--- src/rtl/sw_reg_responder.sv ---
// Switch-side register endpoint for the address decoder.
// Executes one access per request and answers with a single-cycle ack.
module sw_reg_responder #(
  parameter int W_WIDTH    = 8,
  parameter int NUM_REGS   = 16,
  parameter int RESP_DELAY = 2,
  parameter int SW_ID      = 0
) (
  input  logic               clk,
  input  logic               rst_n,
  input  logic               sel_en_in,
  input  logic               wr_rd_s_in,
  input  logic [W_WIDTH-1:0] addr_in,
  input  logic [W_WIDTH-1:0] wr_data_in,
  output logic [W_WIDTH-1:0] rd_data_out,
  output logic               ack_out,
  output logic               err_out,
  output logic               busy_out,
  output logic [7:0]         drop_cnt_out
);

  localparam int IDX_W = (NUM_REGS > 1) ? $clog2(NUM_REGS) : 1;
  localparam logic [W_WIDTH:0] NREGS = (W_WIDTH+1)'(NUM_REGS);
  localparam logic [W_WIDTH-1:0] ID_ADDR = '1;
  localparam logic [W_WIDTH-1:0] ID_VAL = W_WIDTH'(SW_ID);
  localparam logic [3:0] CNT_INIT =
    (RESP_DELAY > 0) ? 4'(RESP_DELAY - 1) : 4'd0;

  typedef enum logic [1:0] {
    IDLE,
    WAIT,
    ACK
  } state_t;

  state_t state, state_d;
  logic [3:0] cnt, cnt_d;
  logic cap;

  logic               wr_q, id_q, ok_q;
  logic [IDX_W-1:0]   idx_q;
  logic [W_WIDTH-1:0] data_q;
  logic [W_WIDTH-1:0] regs [NUM_REGS];

  logic               in_rng, is_id, ok_in;
  logic               e_wr, e_id, e_ok;
  logic [IDX_W-1:0]   e_idx;
  logic [W_WIDTH-1:0] e_data, rd_d;

  // Decode the incoming request; writes never target the ID register.
  always_comb begin
    in_rng = {1'b0, addr_in} < NREGS;
    is_id  = (addr_in == ID_ADDR);
    ok_in  = wr_rd_s_in ? (in_rng && !is_id) : (in_rng || is_id);
  end

  // With zero delay the ack edge is the capture edge, so bypass the latch.
  always_comb begin
    e_wr   = cap ? wr_rd_s_in : wr_q;
    e_id   = cap ? is_id : id_q;
    e_ok   = cap ? ok_in : ok_q;
    e_idx  = cap ? addr_in[IDX_W-1:0] : idx_q;
    e_data = cap ? wr_data_in : data_q;
    rd_d   = '1;
    if (e_ok) begin
      if (e_wr)      rd_d = e_data;
      else if (e_id) rd_d = ID_VAL;
      else           rd_d = regs[e_idx];
    end
  end

  // Next-state logic: capture in IDLE, count down in WAIT, one ACK cycle.
  always_comb begin
    state_d = state;
    cnt_d   = cnt;
    cap     = 1'b0;
    unique case (state)
      IDLE: begin
        if (sel_en_in) begin
          cap = 1'b1;
          if (RESP_DELAY == 0) begin
            state_d = ACK;
          end else begin
            state_d = WAIT;
            cnt_d   = CNT_INIT;
          end
        end
      end
      WAIT: begin
        if (cnt == 4'd0) state_d = ACK;
        else             cnt_d = cnt - 4'd1;
      end
      ACK:     state_d = IDLE;
      default: state_d = IDLE;
    endcase
  end

  // State register.
  always_ff @(posedge clk) begin
    if (rst_n) begin
      state <= IDLE;
      cnt   <= 4'd0;
    end else begin
      state <= state_d;
      cnt   <= cnt_d;
    end
  end

  // Latch the request attributes on capture.
  always_ff @(posedge clk) begin
    if (rst_n) begin
      wr_q   <= 1'b0;
      id_q   <= 1'b0;
      ok_q   <= 1'b0;
      idx_q  <= '0;
      data_q <= '0;
    end else if (cap) begin
      wr_q   <= wr_rd_s_in;
      id_q   <= is_id;
      ok_q   <= ok_in;
      idx_q  <= addr_in[IDX_W-1:0];
      data_q <= wr_data_in;
    end
  end

  // Register bank; the write lands at the end of the ACK cycle.
  always_ff @(posedge clk) begin
    if (rst_n) begin
      for (int i = 0; i < NUM_REGS; i++) regs[i] <= '0;
    end else if (state == ACK && wr_q && ok_q) begin
      regs[idx_q] <= data_q;
    end
  end

  // Registered response outputs; rd_data holds between acks.
  always_ff @(posedge clk) begin
    if (rst_n) begin
      ack_out     <= 1'b0;
      err_out     <= 1'b0;
      busy_out    <= 1'b0;
      rd_data_out <= '0;
    end else begin
      ack_out  <= (state_d == ACK);
      busy_out <= (state_d != IDLE);
      if (state_d == ACK) begin
        rd_data_out <= rd_d;
        err_out     <= !e_ok;
      end else begin
        err_out <= 1'b0;
      end
    end
  end

  // Saturating count of strobes that arrive while busy.
  always_ff @(posedge clk) begin
    if (rst_n) begin
      drop_cnt_out <= 8'd0;
    end else if (sel_en_in && state != IDLE && drop_cnt_out != 8'hFF) begin
      drop_cnt_out <= drop_cnt_out + 8'd1;
    end
  end

endmodule

--- config.mk ---
export PLATFORM = sky130hd
export DESIGN_NAME = sw_reg_responder
export DESIGN_NICKNAME = d
export VERILOG_FILES = /design/src/rtl/sw_reg_responder.sv
export SDC_FILE = /design/constraint.sdc
export NUM_CORES = 1
export LEC_CHECK = 0
export ABC_CLOCK_PERIOD_IN_PS = 2310
export CAP_MARGIN = 20
export CORE_MARGIN = 3
export CORE_UTILIZATION = 57
export DETAILED_ROUTE_END_ITERATION = 7
export DONT_BUFFER_PORTS = 1
export GPL_ROUTABILITY_DRIVEN = 1
export PLACE_DENSITY = 0.78
export SLEW_MARGIN = 5
export SYNTH_ARGS = -nofsm -noshare
export SYNTH_HDL_FRONTEND = slang
export SYNTH_SLANG_ARGS = --single-unit
--- constraint.sdc ---
create_clock -name clk -period 2.31 [get_ports clk]
set_input_delay 0.3465 -clock clk [delete_from_list [all_inputs] [get_ports clk]]
set_output_delay 0.3465 -clock clk [all_outputs]
set_load 0.01 [all_outputs]
==> summary.txt, run 1 <==
Logic synthesis
  – Yosys cell types: 47
  – Register area share after synthesis: 0.580
  – Share of the synthesized area in the top cell type: 0.480
  – Register bit total from synthesis: 168
  – Syn nets: 705
  – Ys flop type: edfxtp_1
  – Mapped cell area: 8010 um^2
  – Ys async rst share: 0
  – Top post-synthesis cells by area: edfxtp_1 48%, and2_1 10%, dfxtp_1 10%, mux4_2 7.6%, nand2_1 3.9%
  – Syn Inst Count: around 700
  – EDFF count, synth: 128
  – Syn. warnings: 0
  – Post-synth top area cell: edfxtp_1
  – Avg Inst Size Synth: 11.7 um^2

Setup path
  – Crit end category: flop
  – Crit path cell chain: or3b_4, mux2_4, buf_12, nor2_1, a32oi_1, nand4_1, a311oi_1
  – Startpoint types: flop
  – Crit path largest cell delay: 0.44 ns
  – Req. time, crit path: 2.61 ns
  – CP Class: flop to flop
  – Worst Path Max Fanout: 33
  – R2r startpoint: state[0]$_SDFF_PP0_
  – Critical Path AT: 2.49 ns
  – Crit-path slowest cell: or3b_4
  – Critical Path Source: state[0]$_SDFF_PP0_

Global routing
  – Number of global-route vias before repair: roughly 5600
  – GR Util All Layers: 0.258
  – Largest net degree at the start of global routing: 37
  – Global-route wire length before repair: 30.9 mm
  – Initial antenna violation count: 0
  – Total grt overflow: 0

Floorplanning
  – # IOs: 39
  – Starting density of the core: 0.593
  – Die Span X: 125 um
  – Chip Height: around 120 um
  – Core area: 13500 um^2
  – Die Footprint: between 15000 and 20000 um^2
  – Std-Cell Rows: 42

Power
  – Peak VDD IR: 0.635 mV
  – LEAKAGE: approximately 3.3 nW
  – Power per cell area: 788 nW/um^2

Detailed routing
  – DRT Wirelength: 19.9 mm
  – Routed Antenna Nets: 0
  – Starting DRC count in detailed routing: 693
  – Wire length per cell: 22.1 um
  – 1st-pass router iterations: 5
  – Vias post-DR: 5759
  – Number of remaining DRC errors: 0
  – Vias/cell: 6.38

Place
  – Detailed placement HPWL: 13.6 mm
  – PortBufs: 0
  – Final Wtd Congestion: ~0.95
  – Placed Cells: 867
  – Pre-CTS setup slack: -0.0346 ns

Clocking
  – Clock tree buffer depth: 2
  – Clk root buf: clkbuf_16
  – CTS H-tree lvls: 4
  – Clk sink count: 168
  – Clock Latency Late Sink: 0.43 ns
  – CTS Buf Count: 17
  – CTS tree: done
  – Clk pin slew, worst setup/hold paths: 0.06 ns

STA
  – Fmax: 0.456 GHz
  – Fin crit share: 0.950
  – Endpoints failing setup: 0
  – Setup ws final: 0.116 ns
  – Clock Skews: between 0.009 and 0.01 ns
  – Final hold vios: 0
  – Fin. max-slew vios: 0
  – Fin Setup TNS: 0 ns
  – Min cycle time layout: between 2 and 2.5 ns
  – Max_slew headroom: 0.444
  – Worst-margin pin slew: 0.833 ns

Final layout
  – Nets: about 740
  – Fraction of layout cells with a size suffix above 1: 0.171
  – P&R area growth vs syn: 14.0%
  – N_diodes: 0
  – Fin util: 0.676
  – Layout Cells excl Fill: 902

Status
  – Status: finished clean

Min path
  – Worst hold start: wr_data_in[1]
  – Tightest Hold Check Type: primary input to flop

Job
  – MaxCap Viol Count: 0
## sequential cells by signal, indices dropped and copies added (netlist names)
signal,cells
wr_q,1
data_q,8
rd_data_out,8
drop_cnt_out,8
busy_out,1
state,2
cnt,4
ok_q,1
regs,128
ack_out,1
id_q,1
err_out,1
idx_q,4
## layer usage
layer,part of all wire,GRT usage,up-vias
met5,0,0,-
met4,0.031,0.0974,0
met3,0.11,0.0686,48
met2,0.46,0.396,376
met1,0.40,0.355,2783
li1,-,-,2552
## report_power, final
part           internal [mW]  switching (mW)
combinational          0.315           0.427
sequential              3.36           0.137
clock                   1.81            1.14
## metrics by stage
step | total power, mW | instance area [um^2] | hold slack [ns]
detailed placement | 4.25 | 8460 | 0.422
global route | 7.38 | 9130 | 0.0461
floorplan | 3.99 | 8010 | 0.450
global placement | 4.23 | 8460 | 0.421
finish | 7.19 | 9130 | 0.0566
CTS | 7.18 | 9100 | 0.0465
## cell families (layout without fill, tap and decap cells)
kind of cell | Yosys count | in the layout | share of synthesized area
simple gates | 333 | 333 | 0.217
flops | 168 | 168 | 0.580
compound gates | 82 | 82 | 0.0677
mux | 46 | 46 | 0.101
buf+inv | 46 | 89 | 0.0239
xor+xnor | 6 | 6 | 0.00656
fa+ha+maj | 2 | 2 | 0.00312
## repair_timing
| item | CTS | global route |
|---|---|---|
| resized for setup | 2 | 4 |
| pin swaps | 0 | 2 |
| cloned | 0 | 0 |
| buffers inserted | 0 | 2 |
| endpoints found under the hold margin | 36 | 0 |
| endpoints found under the setup margin | 1 | 13 |
| hold buffers | 1 | 0 |
## synthesized netlist by cell type (5+ instances only)
cell,n
dfxtp_1,40
nor2_1,47
or3_1,6
a32oi_1,8
edfxtp_1,128
nand2_1,83
nand3_1,19
a21oi_1,23
o21ai_0,16
nor3_1,13
mux4_2,27
mux2i_1,14
a22oi_1,7
nand4_1,16
clkbuf_1,26
a21o_1,5
inv_1,6
buf_2,9
a311oi_1,6
and2_1,130
## final cells by class
cell class	count	area, um^2
clock inverters	12	175
clock buffers	20	437
repair buffers	51	433
flip-flops and latches	168	4640
inverters	6	22.5
well taps	176	220
fillers	895	4380
multi-input cells	469	3200
## cells in the final DEF, fill, tap and decap left out, types with 5 or more instances in the layout
cell         n
and2_1     130
edfxtp_1   128
nand2_1     83
buf_4       47
nor2_1      44
dfxtp_1     40
mux4_2      27
a21oi_1     23
nand3_1     19
clkbuf_16   17
nand4_1     16
o21ai_0     16
nor3_1      13
mux2i_1     13
a32oi_1      8
a22oi_1      7
inv_1        6
or3_1        6
a311oi_1     6
a21o_1       5
## worst paths after layout
check,slack [ns],depth (start not counted),to
max reg2reg,0.12,7,rd_data_out[1]$_SDFFE_PP0P_
min reg2reg,0.50,2,id_q$_SDFF_PP0_
min,0.06,2,data_q[1]$_SDFF_PP0_
max,0.12,7,rd_data_out[1]$_SDFFE_PP0P_
## critical path, delay by kind of cell (launching register included)
kind                   cells  cell delay, ns
AND/OR/NAND/NOR            3            0.93
multiplexers               1            0.35
flip-flops                 1            0.31
buffers and inverters      1            0.18
AO/OA/AOI/OAI              2            0.29
Power figures use the tool's default switching activity.
==> inputs of run 2 (changes only) <==
Settings changed: RECOVER_POWER from default to 50.
==> run 2 against run 1 <==
Net effect: clock power hardly changed; via count stayed put; global-route usage stayed put; core utilization is 0.38 points lower; power is 0.21% lower; largest power group unchanged.
==> summary.txt, run 2 (same netlist as run 1, synthesis figures left out) <==
Min path
  – Tightest Hold Check Type: primary input to flop

Status
  – Status: finished clean

STA
  – Max_slew headroom: 0.414 (-0.0292)
  – Final hold vios: 0 (unchanged)
  – Min cycle time layout: 2.21 ns (+0.0186 ns)
  – Fin crit share: 0.958 (+0.00803)
  – Fin Setup TNS: 0 ns (unchanged)
  – Worst-margin pin slew: 0.877 ns (+0.0438 ns)
  – Clock Skews: 0.0107 ns (+0.00101 ns)
  – Fmax: 0.452 GHz (-0.84%)
  – Fin. max-slew vios: 0 (unchanged)
  – Endpoints failing setup: 0 (unchanged)

Job
  – MaxCap Viol Count: 0 (unchanged)

Place
  – PortBufs: 0 (unchanged)
  – Placed Cells: 867 (unchanged)
  – Detailed placement HPWL: 13.6 mm (unchanged)
  – Final Wtd Congestion: 0.945 (unchanged)

Final layout
  – N_diodes: 0 (unchanged)
  – Top reg by flops: regs
  – Fraction of layout cells with a size suffix above 1: 0.152 (-0.0193)
  – Nets: 735 (unchanged)
  – Fin util: 0.672 (-0.00380)
  – Most frequent cells in the layout: 128 x edfxtp_1, 85 x and2_1, 83 x nand2_1, 45 x and2_0, 44 x nor2_1
  – Max reg flops: 128 (unchanged)
  – Layout Cells excl Fill: 902 (unchanged)
  – P&R area growth vs syn: 13.4%
  – Commonest non-fill, non-tap cell in the layout: edfxtp_1

Floorplanning
  – Die Span X: 125 um (unchanged)
  – Die Footprint: 15500 um^2 (unchanged)
  – Std-Cell Rows: 42 (unchanged)
  – # IOs: 39 (unchanged)
  – Core area: 13500 um^2 (unchanged)
  – Chip Height: 125 um (unchanged)
  – Starting density of the core: 0.593 (unchanged)

Global routing
  – Number of global-route vias before repair: 5617 (unchanged)
  – Total grt overflow: 0 (unchanged)
  – GR Util All Layers: 0.258 (unchanged)
  – Initial antenna violation count: 0 (unchanged)
  – Global-route wire length before repair: 30.9 mm (unchanged)
  – Largest net degree at the start of global routing: 37 (unchanged)

Setup path
  – Critical Path AT: 2.53 ns (+0.04 ns)
  – CP Class: flop to flop
  – Crit end category: flop
  – Req. time, crit path: 2.63 ns (+0.02 ns)
  – Startpoint types: flop
  – Worst Path Max Fanout: 7 (-79%)

Detailed routing
  – Starting DRC count in detailed routing: 660 (-4.8%)
  – Vias post-DR: 5759 (unchanged)
  – Vias/cell: 6.38 (unchanged)
  – 1st-pass router iterations: 5 (unchanged)
  – Wire length per cell: 21.9 um (-0.72%)
  – Routed Antenna Nets: 0 (unchanged)
  – DRT Wirelength: 19.8 mm (-0.72%)
  – Number of remaining DRC errors: 0 (unchanged)

Clocking
  – Clk pin slew, worst setup/hold paths: 0.06 ns (about the same)
  – Clock Latency Late Sink: 0.43 ns (about the same)
  – Clk sink count: 168 (unchanged)
  – CTS Buf Count: 17 (unchanged)
  – Clock tree buffer depth: 2 (unchanged)
  – CTS tree: done
  – CTS H-tree lvls: 4 (unchanged)
  – Clk root buf: clkbuf_16

Power
  – Peak VDD IR: 0.633 mV (-0.35%)
  – LEAKAGE: 3.23 nW (-2.5%)
  – Power per cell area: 790 nW/um^2 (+0.35%)
[run 2: path summary, 6_finish.rpt]
kind | from | end | slack [ns] | cells past startpoint
worst min register to register | id_q$_SDFF_PP0_ | id_q$_SDFF_PP0_ | 0.50 | 2
worst min-delay path | wr_data_in[1] | data_q[1]$_SDFF_PP0_ | 0.06 | 2
worst max-delay path | state[0]$_SDFF_PP0_ | rd_data_out[3]$_SDFFE_PP0P_ | 0.1 | 7
worst max register to register | state[0]$_SDFF_PP0_ | rd_data_out[3]$_SDFFE_PP0P_ | 0.1 | 7
[run 2: area by class of cell]
cell class	instances	area [um^2]
sequential	168	4640
fill	915	4430
multi-input combinational	469	3190
clock buffer	20	437
timing repair buffer	51	390
tap	176	220
clock inverter	12	175
inverter	6	22.5
[run 2: power by group]
part           switching (mW)  total [mW]  internal [mW]
Sequential              0.137        3.50           3.36
Combinational           0.424       0.729          0.305
Clock                    1.14        2.95           1.81
[run 2: repair_timing]
item                                    4_1_cts  5_1_grt
endpoints found under the hold margin        36        0
buffers inserted                              0        2
hold buffers                                  1        0
endpoints found under the setup margin        1       13
gates resized for setup                       2        4
pin swaps                                     0        2
[run 2: routing by layer]
metal  wire length (um)  track usage  vias to the layer above
met1               7740        0.355                     2787
met2               9240        0.396                      368
met5                  0            0                        -
met3               2170       0.0686                       49
met4                629       0.0974                        0
li1                   -            -                     2555
[run 2: metrics by stage]
stage | area [um^2] | setup WS [ns] | total power [mW] | hold WS (ns)
floorplan | 8010 | -0.0235 | 3.99 | 0.450
global placement | 8460 | 0.0407 | 4.23 | 0.421
detailed placement | 8460 | -0.0346 | 4.25 | 0.422
CTS | 9100 | 0.00325 | 7.18 | 0.0465
global route | 9080 | -0.0316 | 7.37 | 0.0461
finish | 9080 | 0.0969 | 7.18 | 0.0561
[run 2: worst max-delay path, stage by stage (launching register included)]
cell,delay [ns]
dfxtp_1,0.31
or3b_4,0.44
buf_4,0.17
mux2_2,0.31
nor2_1,0.13
a32oi_1,0.23
nand4_1,0.22
a311oi_1,0.30
